==> config.mk <==
export PLATFORM = sky130hd
export DESIGN_NAME = if_id_stage
export DESIGN_NICKNAME = d
export VERILOG_FILES = /design/src/rtl/if_id_stage_pkg.sv /design/src/rtl/if_id_stage_hazard_detect.sv /design/src/rtl/if_id_stage.sv
export SDC_FILE = /design/constraint.sdc
export NUM_CORES = 1
export LEC_CHECK = 0
export CORE_MARGIN = 2
export CORE_UTILIZATION = 40
export DETAILED_ROUTE_END_ITERATION = 12
export GPL_TIMING_DRIVEN = 0
export HOLD_SLACK_MARGIN = 0.06
export PLACE_DENSITY = 0.76
export SYNTH_ARGS = -nofsm -noshare
export SYNTH_HDL_FRONTEND = slang
export SYNTH_SLANG_ARGS = --single-unit
==> constraint.sdc <==
create_clock -name clk -period 4.25 [get_ports clk]
set_clock_uncertainty 0.2 [all_clocks]
set_input_delay 0.6375 -clock clk [delete_from_list [all_inputs] [get_ports clk]]
set_output_delay 0.6375 -clock clk [all_outputs]
set_load 0.02 [all_outputs]
==> src/rtl/if_id_stage_pkg.sv <==
// -----------------------------------------------------------------------------
// if_id_stage_pkg
//   Shared definitions for the fetch / decode boundary:
//     - datapath width (DSIZE) and register-address width (ASIZE)
//     - instruction field positions (op, rd, rs, rt)
//     - NOP encoding loaded into IF/ID on a redirect
//     - the IF/ID register record and the PC-update selector
//     - small field-extraction helpers used by the hazard logic
// -----------------------------------------------------------------------------
package if_id_stage_pkg;

  // Machine word and register-file address widths.
  localparam int DSIZE = 16;
  localparam int ASIZE = 4;

  // Instruction layout: op is the top nibble, then rd, rs, rt in descending
  // ASIZE-wide slices. For 16/4 this gives op[15:12] rd[11:8] rs[7:4] rt[3:0].
  localparam int OP_W   = 4;
  localparam int OP_MSB = DSIZE - 1;
  localparam int OP_LSB = DSIZE - OP_W;
  localparam int RD_MSB = OP_LSB - 1;
  localparam int RD_LSB = OP_LSB - ASIZE;
  localparam int RS_MSB = RD_LSB - 1;
  localparam int RS_LSB = RD_LSB - ASIZE;
  localparam int RT_MSB = RS_LSB - 1;
  localparam int RT_LSB = RS_LSB - ASIZE;

  typedef logic [DSIZE-1:0] word_t;
  typedef logic [ASIZE-1:0] reg_addr_t;

  // All-zero word is the architectural NOP.
  localparam word_t NOP = '0;

  // Register zero is hard-wired; a load targeting it never creates a hazard.
  localparam reg_addr_t REG_ZERO = '0;

  // Contents of the IF/ID pipeline register.
  typedef struct packed {
    word_t instr;
    word_t nextpc;
    logic  valid;
  } if_id_t;

  localparam if_id_t IF_ID_EMPTY = '{instr: NOP, nextpc: '0, valid: 1'b0};

  // What the fetch stage does on the coming clock edge.
  typedef enum logic [1:0] {
    PC_SEQ      = 2'd0,  // advance PC, capture fetched word
    PC_HOLD     = 2'd1,  // load-use stall: freeze PC and IF/ID
    PC_REDIRECT = 2'd2   // taken branch: jump and squash IF/ID
  } pc_sel_e;

  function automatic reg_addr_t rs_field(input word_t instr);
    return instr[RS_MSB:RS_LSB];
  endfunction

  function automatic reg_addr_t rt_field(input word_t instr);
    return instr[RT_MSB:RT_LSB];
  endfunction

endpackage : if_id_stage_pkg

==> src/rtl/if_id_stage_hazard_detect.sv <==
// -----------------------------------------------------------------------------
// hazard_detect
//   Purely combinational load-use detector. Flags a hazard when the
//   instruction sitting in IF/ID reads (rs or rt) the register that the load
//   currently in ID/EXE will write. Register zero never hazards, and an empty
//   IF/ID slot (valid=0) never hazards.
//
// Ports
//   valid        in   IF/ID holds a real instruction
//   instr        in   IF/ID instruction word
//   ex_mem_read  in   ID/EXE instruction is a load
//   ex_waddr     in   destination register of that load
//   hazard       out  stall fetch and decode this cycle
// -----------------------------------------------------------------------------
module hazard_detect
  import if_id_stage_pkg::*;
(
  input  logic      valid,
  input  word_t     instr,
  input  logic      ex_mem_read,
  input  reg_addr_t ex_waddr,
  output logic      hazard
);

  logic rs_match;
  logic rt_match;

  assign rs_match = (ex_waddr == rs_field(instr));
  assign rt_match = (ex_waddr == rt_field(instr));

  assign hazard = valid
               && ex_mem_read
               && (ex_waddr != REG_ZERO)
               && (rs_match || rt_match);

endmodule : hazard_detect

==> src/rtl/if_id_stage.sv <==
// -----------------------------------------------------------------------------
// if_id_stage
//   Instruction fetch plus the IF/ID pipeline register.
//     - PC register drives the instruction memory address combinationally;
//       memory returns the word in the same cycle.
//     - Normal cycle: PC <= PC+1, IF/ID <= {word, PC+1, valid}.
//     - Load-use hazard: PC and IF/ID freeze, decode inserts a bubble.
//     - Taken branch: PC <= target, IF/ID <= NOP (invalid), bubble.
//       A branch wins over a simultaneous hazard.
//     - Saturating counters record stall and flush events.
//
// Ports
//   clk, rst            clock, synchronous active-high reset
//   branch_taken_in     redirect from execute
//   branch_target_in    redirect PC
//   ex_mem_read_in      ID/EXE instruction is a load
//   ex_waddr_in         its destination register
//   imem_data_in        instruction word at imem_addr_out
//   imem_addr_out       current PC
//   nextpc_out          PC+1 of the instruction in IF/ID
//   instr_out           instruction for decode
//   valid_out           instr_out is a real instruction
//   bubble_out          decode must drive zero controls into ID/EXE
//   stall_cnt_out       saturating load-use stall count
//   flush_cnt_out       saturating branch flush count
// -----------------------------------------------------------------------------
module if_id_stage
  import if_id_stage_pkg::*;
#(
  parameter int CNT_W = 16
) (
  input  logic             clk,
  input  logic             rst,
  input  logic             branch_taken_in,
  input  logic [DSIZE-1:0] branch_target_in,
  input  logic             ex_mem_read_in,
  input  logic [ASIZE-1:0] ex_waddr_in,
  input  logic [DSIZE-1:0] imem_data_in,
  output logic [DSIZE-1:0] imem_addr_out,
  output logic [DSIZE-1:0] nextpc_out,
  output logic [DSIZE-1:0] instr_out,
  output logic             valid_out,
  output logic             bubble_out,
  output logic [CNT_W-1:0] stall_cnt_out,
  output logic [CNT_W-1:0] flush_cnt_out
);

  localparam logic [CNT_W-1:0] CNT_MAX = '1;

  word_t            pc;
  word_t            pc_plus1;
  if_id_t           if_id;
  logic [CNT_W-1:0] stall_cnt;
  logic [CNT_W-1:0] flush_cnt;
  logic             hazard;
  pc_sel_e          pc_sel;

  // ---------------------------------------------------------------------------
  // Hazard detection on the instruction currently held in IF/ID.
  // ---------------------------------------------------------------------------
  hazard_detect u_hazard_detect (
    .valid       (if_id.valid),
    .instr       (if_id.instr),
    .ex_mem_read (ex_mem_read_in),
    .ex_waddr    (ex_waddr_in),
    .hazard      (hazard)
  );

  // Word-addressed increment; wraps naturally at 2^DSIZE.
  assign pc_plus1 = pc + DSIZE'(1);

  // ---------------------------------------------------------------------------
  // Next-action select. Redirect outranks the stall: the stalled instruction
  // is on the wrong path anyway and gets squashed.
  // ---------------------------------------------------------------------------
  // NOTE: pc_sel gets a default before any branch of the if chain, so the
  // block is combinational on every path and no latch is inferred.
  always_comb begin
    pc_sel = PC_SEQ;
    if (branch_taken_in) begin
      pc_sel = PC_REDIRECT;
    end else if (hazard) begin
      pc_sel = PC_HOLD;
    end
  end

  // Any non-sequential cycle leaves nothing useful for decode to issue.
  // hazard is already gated by valid, so an empty slot never bubbles
  // unless a redirect is in progress.
  assign bubble_out = (pc_sel != PC_SEQ);

  // ---------------------------------------------------------------------------
  // PC and IF/ID register.
  // ---------------------------------------------------------------------------
  // NOTE: sequential state is updated with non-blocking assignments so every
  // register samples pre-edge values regardless of statement order. Reset is
  // synchronous: it is just the highest-priority term inside the clocked block.
  always_ff @(posedge clk) begin
    if (rst) begin
      pc    <= '0;
      if_id <= IF_ID_EMPTY;
    end else begin
      unique case (pc_sel)
        PC_REDIRECT: begin
          pc    <= branch_target_in;
          if_id <= IF_ID_EMPTY;
        end
        PC_HOLD: begin
          pc    <= pc;
          if_id <= if_id;
        end
        default: begin
          pc    <= pc_plus1;
          if_id <= '{instr: imem_data_in, nextpc: pc_plus1, valid: 1'b1};
        end
      endcase
    end
  end

  // ---------------------------------------------------------------------------
  // Event counters, saturating at all-ones.
  // ---------------------------------------------------------------------------
  always_ff @(posedge clk) begin
    if (rst) begin
      stall_cnt <= '0;
      flush_cnt <= '0;
    end else begin
      if (pc_sel == PC_HOLD && stall_cnt != CNT_MAX) begin
        stall_cnt <= stall_cnt + CNT_W'(1);
      end
      if (pc_sel == PC_REDIRECT && flush_cnt != CNT_MAX) begin
        flush_cnt <= flush_cnt + CNT_W'(1);
      end
    end
  end

  // ---------------------------------------------------------------------------
  // Outputs
  // ---------------------------------------------------------------------------
  assign imem_addr_out = pc;
  assign nextpc_out    = if_id.nextpc;
  assign instr_out     = if_id.instr;
  assign valid_out     = if_id.valid;
  assign stall_cnt_out = stall_cnt;
  assign flush_cnt_out = flush_cnt;

endmodule : if_id_stage

# == Word level (Yosys, flattened, before mapping) ==
# Index checks and enable logic that the tools add are counted.
# totals
ff_bits,81
in_bits,40
out_inout_bits,82
word_cells,27
# classes
addsub,3
eq_ne,6
muxes,4
reduce_logical,8
# op_table
cell,count
one-hot mux 33 bit (2 select lines),1
adder 16 x 1 -> 16 bit (second input constant),3
!= test 16 bit (second input constant),2
one-hot mux 16 bit (2 select lines),1
== test 4 bit,2
logical AND 1 bit,5
nonzero test 4 bit,1
== test 2 x 1 -> 1 bit (second input constant),1
== test 2 bit (second input constant),1
two-way mux 2 bit,1
nonzero test 2 bit,1
logical OR 1 bit,1
two-way mux 1 bit,1

# == Depth between registers and ports, before layout ==
# Gate-level depths: netlist of the first run.
# depth
word_depth,7
ltp_mapped,7
ltp_nobuf,6

# == Cells and area by module ==
# From an unflattened synthesis of the first run, not the netlist that was laid out.
# unflattened
cells_unflattened,453
hier_area_um2,3867.5
# by_module_without_submodules
module,instances,cells_per_inst,area_each_um2,seq_area_each_um2
if_id_stage,1,440,3767.4,1621.6
hazard_detect,1,13,100.1,0.0

# == Worst setup path before layout of the first run ==
# No wires, ideal clock.
# synth_path
kind,in2out
start,input ex_waddr_in[0]
end,output bubble_out
arrival_time_ns,1.800
t_required_ns,3.412
setup_slack_ns,1.613
cell_stages,6
path_buffers,2
cell_sequence,or4_1 -> nand3_2 -> a21o_4 -> buf_6 -> buf_4 -> nand2b_1
# synth_between
elab_chain_cells,6
word_cells_on_any_way,9
classes_between,eq/ne: 2; mux: 2; reduce/logical: 5
# synth_rtl
element,line,source
start: declaration,if_id_stage.sv:37,"input logic [ASIZE-1:0] ex_waddr_in,"
== test 4 bit (tied with other cells),if_id_stage_hazard_detect.sv:28,assign rs_match = (ex_waddr == rs_field(instr));
logical OR 1 bit or logical AND 1 bit (tied branches),"if_id_stage_hazard_detect.sv:34, if_id_stage_hazard_detect.sv:33",
logical AND 1 bit *,if_id_stage_hazard_detect.sv:34,&& (rs_match || rt_match);
two-way mux 1 bit *,if_id_stage.sv:82,end else if (hazard) begin
two-way mux 2 bit *,if_id_stage.sv:80,if (branch_taken_in) begin
nonzero test 2 bit *,if_id_stage.sv:90,assign bubble_out = (pc_sel != PC_SEQ);
end: declaration,if_id_stage.sv:43,"output logic bubble_out,"
# Every way passes the cells marked *; elsewhere a longest branch is shown, timed or not.

# == Worst setup path after layout of the first run ==
# layout_path
start,input branch_taken_in
end,output bubble_out
# layout_between
elab_chain_cells,2
# layout_rtl
element,line,source
start: declaration,if_id_stage.sv:34,"input logic branch_taken_in,"
two-way mux 2 bit,if_id_stage.sv:80,
nonzero test 2 bit,if_id_stage.sv:90,
# No other way between the ends.

==> results.ini, run 1 <==
[cells_and_area]
layout.nets = 651
syn_to_final_growth_pct = 39.4
antenna_cells = 0
multiInputGateArea_um2 = 2160
fillers = 928
drive_gt1_frac = 0.0685
final_util = 0.572
seq_area_um2 = 1620

[worst_hold_path]
min_path_type = reg -> reg

[critical_path]
slowest_delay_ns = 0.63
start_kind = input port
crit_required_ns = 3.41
cpMaxStageDelayCell = clkdlybuf4s50_1
cp_max_fo = 10
cp-end-kind = output port
cp.arrival_ns = 2.99
cp_top_family = buffers and inverters
path_buf_inv = 4
critPathKind = in -> out
r2r_slack_ns = 2.05
path_cells = clkdlybuf4s50_1, clkbuf_1, clkbuf_1, nand2b_1, clkdlybuf4s50_1

[yosys]
async_flop_share = 0
synth-edff-count = 0
synthAdderAreaFrac = 0.00940
synth_area_um2 = 3990
synth_mux_area_frac = 0.0110
synth_top_family_by_area = simple AND/OR/NAND/NOR gates
synth_cell_type_count = 54
ys_seq_elements = 81
netlist_instances = 476
syn_nets = 519
synth-simple-area-share = 0.259
ys.flop_type = dfxtp_1
synth_compound_area_frac = 0.197
avgSynthCellArea_um2 = 8.39
synth-seq-area-share = 0.406
synth-xor-area-share = 0.0658
ys_warn_count = 0

[sta]
slew-limit-headroom = 0.610
setup-tns-final_ns = 0
setup_violations = 0
finalHoldViolations = 0
worstMarginPinSlew_ns = 0.580
rsz0062_at_grt = false
maxSlewViolCount = 0
finalCritPeriodShare = 0.900
max_freq_mhz = 261
finalCriticalPeriod_ns = 3.83

[global_routing]
grt_pass1_vias = 3784
grt-ovfl-total = 0
grt_pass1_wl_mm = 18.7
grt_max_degree = 15
antenna_found_initial = 0
grtUsageTotal = 0.210

[route]
vias = 4000
wirelength_mm = 11.5
drc = 0
drt-wirelength-per-cell_um = 15.4
drt_iter0_drc = 162
vias_per_cell = 5.36
ant_nets = 0
first_pass_iters = 4

[power_and_ir_drop]
irDropWorstVdd_mv = 0.189
power_uw = 1620
power.density_nw_per_um2 = 291
leakagePower_uw = 0.00192

[placed_design]
io_buffers = 121
place_hpwl_mm = 8.55
globalplace.congestion = 0.889

[clock_tree]
cts_sinks = 81
clock_tree.root_cell = clkbuf_8
post_cts_buffers = 0
path_clk_slew_ns = 0.08
htree_levels = 3
cts_inserted_buffers = 9
cts_resized = 0
clk_latency_ns = 0.35
hold_buffers = 0
cts_tree = yes
cts_buffer_depth = 2

[floorplan]
die_w_um = 104
io_pins = 122
die_area_um2 = 10800
std_cell_rows = 36
start_util = 0.410
die_h_um = 104
core_um2 = 9730

[outcome]
status = completed

[run]
max-cap-violations = 0

## final timing paths
path | cells after the start | start | end
worst max register to register | 7 | instr_out[7] | instr_out[11]
worst min register to register | 2 | nextpc_out[1] | nextpc_out[1]
worst min-delay path | 2 | nextpc_out[1] | nextpc_out[1]
worst max-delay path | 5 | branch_taken_in | bubble_out
## power by group
| group | internal, uW | switching [uW] | total [uW] | leakage (uW) |
|---|---|---|---|---|
| registers | 785 | 26.6 | 811 | 0.000661 |
| logic | 121 | 117 | 238 | 0.00116 |
| clock network | 274 | 296 | 570 | 0.0000929 |
## worst register-to-register path, delay by kind of cell (launching register included)
family | cells | cell delay, ns
flip-flops | 1 | 0.39
buffers and inverters | 2 | 0.61
AND/OR/NAND/NOR | 2 | 0.30
XOR/XNOR | 1 | 0.13
AO/OA/AOI/OAI | 2 | 0.52
## synth_stat cells, types with 4 or more instances
cell type,n,share of area
buf_2,5,0.0063
xnor2_1,23,0.050
or4_1,13,0.024
and4_1,4,0.0088
xor2_1,7,0.015
o21ai_0,8,0.010
nand3_1,13,0.016
buf_6,4,0.011
a21boi_0,7,0.013
nor4_1,8,0.013
nor3_1,14,0.018
dfxtp_1,81,0.41
inv_1,7,0.0066
nand4_1,17,0.027
clkbuf_1,17,0.016
a21oi_1,43,0.054
a211oi_1,11,0.021
nand2_1,59,0.055
o21a_1,6,0.011
o31ai_1,10,0.019
buf_4,4,0.0075
nand2b_1,17,0.027
o311a_1,13,0.033
nor2_1,37,0.035
## kinds of logic after synthesis
kind of cell,after synthesis
AO/OA/AOI/OAI,115
flip-flops,81
AND/OR/NAND/NOR,202
buffers and inverters,41
adder cells (fa/ha/maj),3
XOR/XNOR,30
multiplexers,4
## cells in the final DEF, fill, tap and decap left out, types with 8 or more instances in the layout
master             n
a21oi_1           43
nand2b_1          17
o31ai_1           10
nor4_1             8
xnor2_1           23
clkbuf_1          18
or4_1             13
o21ai_0            8
nand4_1           17
nand2_1           59
a211oi_1          11
dfxtp_1           81
nand3_1           13
clkdlybuf4s50_1  121
nor2_1            37
nor3_1            14
clkbuf_8           9
o311a_1           13
## flip-flops by register name, summed over array words and instances (netlist names)
signal and flops:
instr_out 16, valid_out 1, stall_cnt_out 16, flush_cnt_out 16
imem_addr_out 16, nextpc_out 16
## per-stage QoR
stage	setup slack [ns]	hold WS (ns)	area, um^2	instances
final	0.423	0.256	5570	746
after global routing	0.285	0.266	5570	746
after CTS	0.417	0.259	5570	746
after detailed placement	0.423	0.247	5370	730
after global placement	0.388	0.241	5370	730
after floorplan	1.61	0.329	3990	476
## layer usage
layer  vias up  share of wire  track usage
met2       138           0.47        0.352
met3        13          0.067       0.0482
met1      1858           0.46        0.277
met5         -              0            0
li1       1991              -            -
met4         0         0.0079       0.0444
## area by class of cell
type / count / share of cell area
Inverter: 8 / 0.00540
Sequential cell: 81 / 0.291
Tap cell: 133 / 0.0299
Clock buffer: 10 / 0.0229
Timing Repair Buffer: 121 / 0.218
Multi-Input combinational cell: 354 / 0.388
Buffer: 33 / 0.0321
Clock inverter: 6 / 0.0121
No activity file was read; power rests on OpenSTA's default activity.
==> run 2: changes to the inputs <==
--- a/config.mk
+++ b/config.mk
@@ -10,7 +10,8 @@
 export DETAILED_ROUTE_END_ITERATION = 12
 export GPL_TIMING_DRIVEN = 0
 export HOLD_SLACK_MARGIN = 0.06
-export PLACE_DENSITY = 0.76
+export PLACE_DENSITY = 0.77
 export SYNTH_ARGS = -nofsm -noshare
 export SYNTH_HDL_FRONTEND = slang
+export SYNTH_HIERARCHICAL = 1
 export SYNTH_SLANG_ARGS = --single-unit
==> run 2 against run 1 <==
Maximum frequency fell by 1.3%. Core utilization is 1.0 points higher. Register-to-register slack lost 0.53 ns. Critical path depth rose by 3. Non-clock buffer count shrank 7. Cell count fell by 3.9%. First-iteration DRC count shrank 3.7%. Die area decreased by 3.0%. Routed wire length down 2.7%. Clock-buffer cell count grew 2. Power decreased by 0.85%. Synthesized cell count fell by 4.8%. Highest routed layer unchanged.
==> results.ini, run 2 <==
[clock_tree]
htree_levels = 3  ; unchanged
path_clk_slew_ns = 0.08  ; about the same
cts_tree = yes
cts_sinks = 81  ; unchanged
clock_tree.root_cell = clkbuf_8
cts_buffer_depth = 2  ; unchanged
clk_latency_ns = 0.35  ; about the same
cts_inserted_buffers = 9  ; unchanged
hold_buffers = 0  ; unchanged

[yosys]
synth_cell_type_count = 47  ; -13%
synth_most_common_cell = dfxtp_1
yosysTopAreaCellShare = 0.419  ; +0.0131
synth_top_area_cell = dfxtp_1
syn_nets = 496  ; -4.4%
ys.flop_type = dfxtp_1
ys_seq_elements = 81  ; unchanged
synth-xor-area-share = 0.0589  ; -0.00693
async_flop_share = 0  ; unchanged
synth_top_family_by_area = simple AND/OR/NAND/NOR gates
netlist_instances = 453  ; -4.8%
synth-seq-area-share = 0.419  ; +0.0131
synth_compound_area_frac = 0.148  ; -0.0493
synth-simple-area-share = 0.253  ; -0.00555
ys_warn_count = 6  ; +6
avgSynthCellArea_um2 = 8.54  ; +1.8%
ys_top_cells_by_count = 81 x dfxtp_1, 45 x nor2_1, 38 x a21oi_1
synth_area_leaders = dfxtp_1 42%, mux2i_1 5.4%, a21oi_1 4.9%
synth_area_um2 = 3870  ; -3.1%
synthAdderAreaFrac = 0.00971  ; +0.000304
synth-edff-count = 0  ; unchanged
synth_mux_area_frac = 0.0747  ; +0.0638

[sta]
max_freq_mhz = 258  ; -1.3%
worstMarginPinSlew_ns = 0.845  ; +0.265 ns
maxSlewViolCount = 0  ; unchanged
finalHoldViolations = 0  ; unchanged
setup-tns-final_ns = 0  ; unchanged
finalCritPeriodShare = 0.912  ; +0.0117
rsz0062_at_grt = false
fin_hold_ws_ns = 0.256  ; +0.000277 ns
setup_violations = 0  ; unchanged
finalCriticalPeriod_ns = 3.88  ; +0.0497 ns
slew-limit-headroom = 0.431  ; -0.179

[critical_path]
crit_required_ns = 3.41  ; about the same
cpMostUsedCell = clkdlybuf4s50_1
critPathKind = in -> out
cp.arrival_ns = 3.04  ; +0.05 ns
path_cells = clkdlybuf4s50_1, xnor2_1, nand4_1, a21oi_2, clkbuf_2, inv_1, nand2_1, clkdlybuf4s50_1
cpMaxStageDelayCell = clkdlybuf4s50_1
cp_max_fo = 13  ; +3
start_kind = input port
cp-end-kind = output port
slowest_delay_ns = 0.62  ; about the same

[floorplan]
die_h_um = 102  ; -1.5%
die_w_um = 102  ; -1.5%
start_util = 0.415  ; +0.00426
core_um2 = 9330  ; -4.1%
die_area_um2 = 10500  ; -3.0%
io_pins = 122  ; unchanged
std_cell_rows = 35  ; -2.8%

[cells_and_area]
final_common_cell = clkdlybuf4s50_1
layout.nets = 626  ; -3.8%
syn_to_final_growth_pct = 40.4
antenna_cells = 0  ; unchanged
final_util = 0.582  ; +0.0100
drive_gt1_frac = 0.0578  ; -0.0107
mostFrequentLayoutCells = 120 x clkdlybuf4s50_1, 81 x dfxtp_1, 45 x nor2_1
fillers = 853  ; -8.1%

[outcome]
status = completed

[route]
drc = 0  ; unchanged
wirelength_mm = 11.2  ; -2.7%
first_pass_iters = 4  ; unchanged
drt-wirelength-per-cell_um = 15.6  ; +1.3%
vias = 3915  ; -2.1%
vias_per_cell = 5.46  ; +1.8%
drt_iter0_drc = 156  ; -3.7%
ant_nets = 0  ; unchanged

[global_routing]
grt_busiest_layer = met2
antenna_found_initial = 0  ; unchanged
gr-usage-met2 = 0.357  ; +0.00531
grt-ovfl-total = 0  ; unchanged
grtUsageMet1 = 0.276  ; -0.000820
grtUsageTotal = 0.219  ; +0.00877
grt_max_degree = 14  ; -1
grt_pass1_vias = 3810  ; +0.69%
grt.met3_usage = 0.0588  ; +0.0106
grt_pass1_wl_mm = 18.3  ; -2.4%

[power_and_ir_drop]
irDropWorstVdd_mv = 0.180  ; -4.5%
leakagePower_uw = 0.00184  ; -4.2%
power.density_nw_per_um2 = 296  ; +1.6%

[placed_design]
globalplace.congestion = 0.906  ; +1.9%
io_buffers = 120  ; -0.83%
place_hpwl_mm = 8.29  ; -3.1%

[run]
max-cap-violations = 0  ; unchanged

[worst_hold_path]
min_path_type = reg -> reg

-- run 2: path summary, 6_finish.rpt --
kind | start | endpoint | slack, ns | cells after the start
max reg2reg | instr_out[2] | instr_out[12] | 1.52 | 8
min | nextpc_out[2] | nextpc_out[2] | 0.26 | 2
max | ex_waddr_in[0] | bubble_out | 0.37 | 8
min reg2reg | nextpc_out[2] | nextpc_out[2] | 0.26 | 2
-- run 2: per-layer routing --
| metal | vias up | share of wire |
|---|---|---|
| met1 | 1842 | 0.43 |
| met2 | 147 | 0.47 |
| li1 | 1904 | - |
| met5 | - | 0 |
| met3 | 22 | 0.079 |
| met4 | 0 | 0.020 |
-- run 2: critical path, delay by kind of cell --
family	cells	cell delay, ns
AO/OA/AOI/OAI	1	0.29
XOR/XNOR	1	0.23
buffers and inverters	4	1.61
AND/OR/NAND/NOR	2	0.26
-- run 2: cell type report --
type | instances | area [um^2] | share of cell area
Multi-Input combinational cell | 336 | 2110 | 0.388
Sequential cell | 81 | 1620 | 0.299
Timing Repair Buffer | 120 | 1200 | 0.221
Tap cell | 129 | 161 | 0.0297
Clock buffer | 12 | 145 | 0.0267
Buffer | 27 | 110 | 0.0203
Clock inverter | 4 | 52.6 | 0.00968
Inverter | 8 | 30.0 | 0.00553
-- run 2: metrics by stage --
| stage | instance area (um^2) | cells | total power (uW) | worst slack, ns |
|---|---|---|---|---|
| 3_5_place_dp | 5230 | 702 | 1050 | -0.0327 |
| 5_1_grt | 5430 | 717 | 1670 | 0.194 |
| 2_1_floorplan | 3870 | 453 | 933 | 1.36 |
| 6_report | 5430 | 717 | 1600 | 0.374 |
| 3_3_place_gp | 5230 | 702 | 1040 | 0.0105 |
| 4_1_cts | 5430 | 718 | 1610 | 0.113 |
-- run 2: power by group --
group          internal [uW]  leakage (uW)  switching (uW)  total, uW
clock                    288     0.0000888             285        573
combinational            112       0.00109             111        223
sequential               783      0.000661            25.7        809
total                   1180       0.00184             421       1600
-- run 2: what timing repair did --
action / 4_1_cts / 5_1_grt
setup endpoints to repair: 1 / 1
buffers inserted: 0 / 0
resized for setup: 1 / 1
-- run 2: cells by family after synthesis --
| group | Yosys count |
|---|---|
| and+or+nand+nor | 185 |
| AOI/OAI and AO/OA | 94 |
| DFF | 81 |
| buffers and inverters | 36 |
| muxes | 28 |
| xor gates and xnor gates | 26 |
| adders and majority gates | 3 |
==> variant 1 (config.mk and constraints of run 2) <==
Change the package constant `REG_ZERO` from '0 to 1.
--- a/src/rtl/if_id_stage_pkg.sv
+++ b/src/rtl/if_id_stage_pkg.sv
@@ -33,5 +33,5 @@
 
   // Register zero is hard-wired; a load targeting it never creates a hazard.
-  localparam reg_addr_t REG_ZERO = '0;
+  localparam reg_addr_t REG_ZERO = 1;
 
   // Contents of the IF/ID pipeline register.
Function: changed (a bounded check fails within 4 cycles, from zero or initial values and one cycle with rst high).
==> variant 1 against run 2 <==
Routed wire length shrank 1.1%. Highest routed layer unchanged. Largest power group unchanged. Final area grew 0.35%. Setup slack got worse by 110 ps. First-iteration DRC count fell by 3.2%. Area after synthesis about the same. Sequential cell count unchanged. Power grew 3.6%. Critical path depth stayed put.
==> variant 1: results (changes against run 2) <==
| Metric | Value |
|---|---|
| Root Buffer | clkbuf_8 |
| Seq/Total Area, Yosys | 41.9% (about the same) |
| Critical path origin | ex_waddr_in[2] |
| Crit-path max FO | 13 (unchanged) |
| FF-to-FF Start | instr_out[3] |
| Reg2Reg Depth | 8 (unchanged) |
| Mux cell area share after synthesis | 7.47% (about the same) |
| Crit-path leading delay family | buffers and inverters |
| Sw Ratio | 25.5% (-0.73 points) |
| CP Capture Point | bubble_out |
| Compound-Gate Fraction of Synth Area | 14.7% (about the same) |
| Synth cell types | 48 (+2.1%) |
| CTS H-tree depth | 3 (unchanged) |
| Synth warn | 6 (unchanged) |
| Total track usage | 21.6% (-0.32 points) |
| Critical path arrival | 3150 ps (+110 ps) |
| Xor/xnor share of the synthesized area | 5.88% (about the same) |
| Largest cells by area after synthesis | dfxtp_1, mux2i_1, a21oi_1 |
| Final wirelength | 11.0 mm (-1.1%) |
| Number of global-route vias before repair | 3736 (-1.9%) |
| Overall via count from detail_route | 3943 (+0.72%) |
| Adder-cell share of the synthesized area | 0.970% (about the same) |
| Final nets | 626 (unchanged) |
| Layout cells sized above 1 | 5.79% (+0.0099 points) |
| # fillers | 843 (-1.2%) |
| Hpwl dp | 8.12 mm (-2.1%) |
| Min-delay src | nextpc_out[13] |
| Status | completed |
| Reg2Reg Setup Slack | 1430 ps (-90 ps) |
| Ant. Diodes | 0 (unchanged) |
| P_leak | 1.85 nW (+0.92%) |
| Reg2reg end | nextpc_out[1] |
| First-pass GRT wire length | 17.8 mm (-2.7%) |
| Max VDD drop | 0.000222 V (+23%) |
| RD Place Congestion | 0.872 (-3.8%) |
| Relative slew slack | 43.7% (+0.54 points) |
| DRT iter0 DRCs | 151 (-3.2%) |
| Placed Area | 0.00523 mm² (about the same) |
[variant 1: changes by cell type after synthesis]
| cell | before | now |
|---|---|---|
| or4_1 | 11 | 10 |
| or4b_1 | 0 | 1 |
[variant 1: cell families (layout without fill, tap and decap cells)]
group / count (synthesis) / in the layout
and+or+nand+nor: 185 / 185
AOI/OAI and AO/OA: 94 / 94
adders and majority gates: 3 / 3
xor gates and xnor gates: 26 / 26
buffers and inverters: 36 / 170
muxes: 28 / 28
DFF: 81 / 81
[variant 1: area by class of cell]
cell class	instances	area, µm²	share of cell area [%]
Buffer	27	110	2.02
Clock buffer	10	138	2.53
Clock inverter	5	80.1	1.47
Inverter	8	30.0	0.551
Multi-Input combinational cell	336	2110	38.7
Sequential cell	81	1620	29.8
Tap cell	129	161	2.96
Timing Repair Buffer	120	1200	22.0
[variant 1: worst register-to-register path: stages (launching register included)]
cell and delay (ps):
dfxtp_1 390, xnor2_1 140, nand4_1 100, a21oi_1 410
clkbuf_2 320, buf_2 300, clkbuf_1 520, mux2i_1 260
nor2_1 60
[variant 1: what timing repair did]
item	in CTS	in global routing
endpoints found under the setup margin	1	1
gates resized for setup	1	0
endpoints found under the hold margin	0	0
[variant 1: layer usage]
metal  track usage [%]  routed length (µm)  vias up
met2              35.3                5280      158
met3              5.75                 850       14
met5                 0                   0        -
met1              27.0                4760     1873
li1                  -                   -     1898
met4              8.82                 138        0
[variant 1: worst min path at each step]
stage                          end  slack [ps]  cells after the start
floorplan            nextpc_out[2]         330                      2
detailed placement  nextpc_out[13]         240                      1
global placement     nextpc_out[4]         240                      2
global route         nextpc_out[4]         280                      2
CTS                 nextpc_out[13]         260                      1
finish              nextpc_out[13]         260                      1
[variant 1: power by group through the flow]
stage	Clock (mW)	Sequential (mW)	Combinational [mW]
finish	0.631	0.809	0.222
global route	0.673	0.813	0.241
CTS	0.637	0.809	0.224
detailed placement	0	0.826	0.222
global placement	0	0.826	0.219
floorplan	0	0.852	0.0804
[variant 1: per-stage QoR]
step | instances | hold slack [ps] | power [mW] | worst slack (ps) | utilization [%]
detailed placement | 702 | 238 | 1.05 | 32.4 | 56.1
global placement | 702 | 240 | 1.04 | 35.4 | 56.1
global route | 716 | 284 | 1.73 | 87.2 | 58.4
finish | 716 | 256 | 1.66 | 264 | 58.4
floorplan | 453 | 330 | 0.933 | 1360 | -
CTS | 717 | 258 | 1.67 | 140 | 58.4
==> variant 2 (settings of run 2) <==
Without the edit above. Register the output `flush_cnt_out` once more; this adds one clock of latency there. The other outputs are not delayed to match.
--- a/src/rtl/if_id_stage.sv
+++ b/src/rtl/if_id_stage.sv
@@ -143,5 +143,7 @@
   assign valid_out     = if_id.valid;
   assign stall_cnt_out = stall_cnt;
-  assign flush_cnt_out = flush_cnt;
+  always_ff @(posedge clk) begin
+    flush_cnt_out <= flush_cnt;
+  end
 
 endmodule : if_id_stage
Function: changed (Yosys sat finds a counterexample within 4 cycles, from zero or initial values and one cycle with rst high).
==> variant 2 against run 2 <==
Hold slack got worse by 65 ps. Sequential cell count rose by 16. Area after synthesis grew 12%. Final area increased by 8.5%. Setup slack worse by 120 ps. Die area grew 11%. Power increased by 12%. Routed wire length barely moved.
==> variant 2: results (changes against run 2) <==
| Metric | Value |
|---|---|
| Reg2Reg Setup Slack | 1440 ps (-80 ps) |
| Non-clk bufs | 147 (unchanged) |
| Buffer share of cell area | 22.3% (-1.8 points) |
| Final wirelength | 11.2 mm (about the same) |
| Clock buffers | 10 (-2) |
| Hold EP | flush_cnt_out[7] |
| Placed Area | 0.00570 mm² (+9.0%) |
| Seq/Total Area, Yosys | 44.9% (+2.9 points) |
| P_leak | 2.04 nW (+11%) |
| Synth cell types | 45 (-4.3%) |
| First-pass GRT wire length | 18.3 mm (+0.22%) |
| Initial antenna violation count | 0 (unchanged) |
| Final nets | 664 (+6.1%) |
| Status | completed |
| Number of global-route vias before repair | 3862 (+1.4%) |
| Met3 WL | 908 µm (+2.8%) |
| Mean Syn Cell Area | 8.81 µm² (+3.2%) |
| Sequential portion of the cell area | 33.0% (+3.1 points) |
| Reg2reg end | stall_cnt_out[13] |
| Pin count of the biggest net entering global routing | 19 (+5) |
| Seq cells post-synth | 97 (+20%) |
| Layout cells sized above 1 | 5.91% (+0.13 points) |
| Min-delay src | flush_cnt[7] |
| Hpwl dp | 8.49 mm (+2.4%) |
| # fillers | 938 (+10%) |
| Total track usage | 19.5% (-2.4 points) |
| DP Cell Count | 747 (+6.4%) |
| Met2 Wirelength | 5.30 mm (+0.13%) |
| Seq. cell area | 0.00194 mm² (+20%) |
| Multi-input gate area | 0.00221 mm² (+5.0%) |
| Inverters | 15 (+7) |
| Met2 Track Usage GR | 32.6% (-3.2 points) |
| RD Place Congestion | 0.908 (+0.21%) |
| Multi-input gates | 351 (+4.5%) |
| Final hold slack | 191 ps (-65.5 ps) |
| CP max stage delay | 540 ps (-80 ps) |
| Met3 Track Usage GR | 6.63% (+0.75 points) |
| First-pass DRT Iterations | 5 (+1) |
| Overall via count from detail_route | 4073 (+4.0%) |
| Relative slew slack | 47.8% (+4.7 points) |
| Metal-1 WL | 4.74 mm (-0.59%) |
| Pre-CTS setup slack | -124 ps (-91.3 ps) |
| Vias per Instance | 5.35 (-2.1%) |
| Synth top cells by count | dfxtp_1, nor2_1, a21oi_1 |
| FF-to-FF Start | instr_out[4] |
| Hold depth | 0 (-2) |
| Uppermost layer routed | met4 |
| Critical path arrival | 3160 ps (+120 ps) |
| Met1 usage | 23.4% (-4.3 points) |
| Crit path max-delay cell type | or4_1 |
| Max VDD drop | 0.000200 V (+11%) |
| Largest cells by area after synthesis | dfxtp_1, mux2i_1, nor2_1 |
| Post-Syn Area | 0.00433 mm² (+12%) |
| Clock network area share | 3.29% (-0.35 points) |
| DRT iter0 DRCs | 164 (+5.1%) |
[variant 2: logic make-up after synthesis]
kind of cell    synth area share [%]
simple gates                    23.6
flops                           44.9
compound gates                  12.5
buf+inv                         3.99
mux                             7.89
xor+xnor                        6.27
fa+ha+maj                      0.867
[variant 2: where the power goes]
| group | leakage [nW] | switching, mW | internal (mW) | total [mW] |
|---|---|---|---|---|
| clock network | 0.101 | 0.327 | 0.276 | 0.602 |
| registers | 0.790 | 0.0265 | 0.935 | 0.962 |
| logic | 1.14 | 0.111 | 0.116 | 0.227 |
[variant 2: worst max path at each step]
stage	slack [ps]	from	end
floorplan	1200	ex_waddr_in[3]	bubble_out
global placement	-80	ex_waddr_in[0]	bubble_out
detailed placement	-120	ex_waddr_in[0]	bubble_out
CTS	240	ex_waddr_in[3]	bubble_out
global route	150	ex_waddr_in[3]	bubble_out
finish	250	ex_waddr_in[3]	bubble_out
[variant 2: timing repair]
item | in CTS | in global routing
setup endpoints to repair | 1 | 0
buffers inserted | 0 | 0
resized for setup | 1 | 0
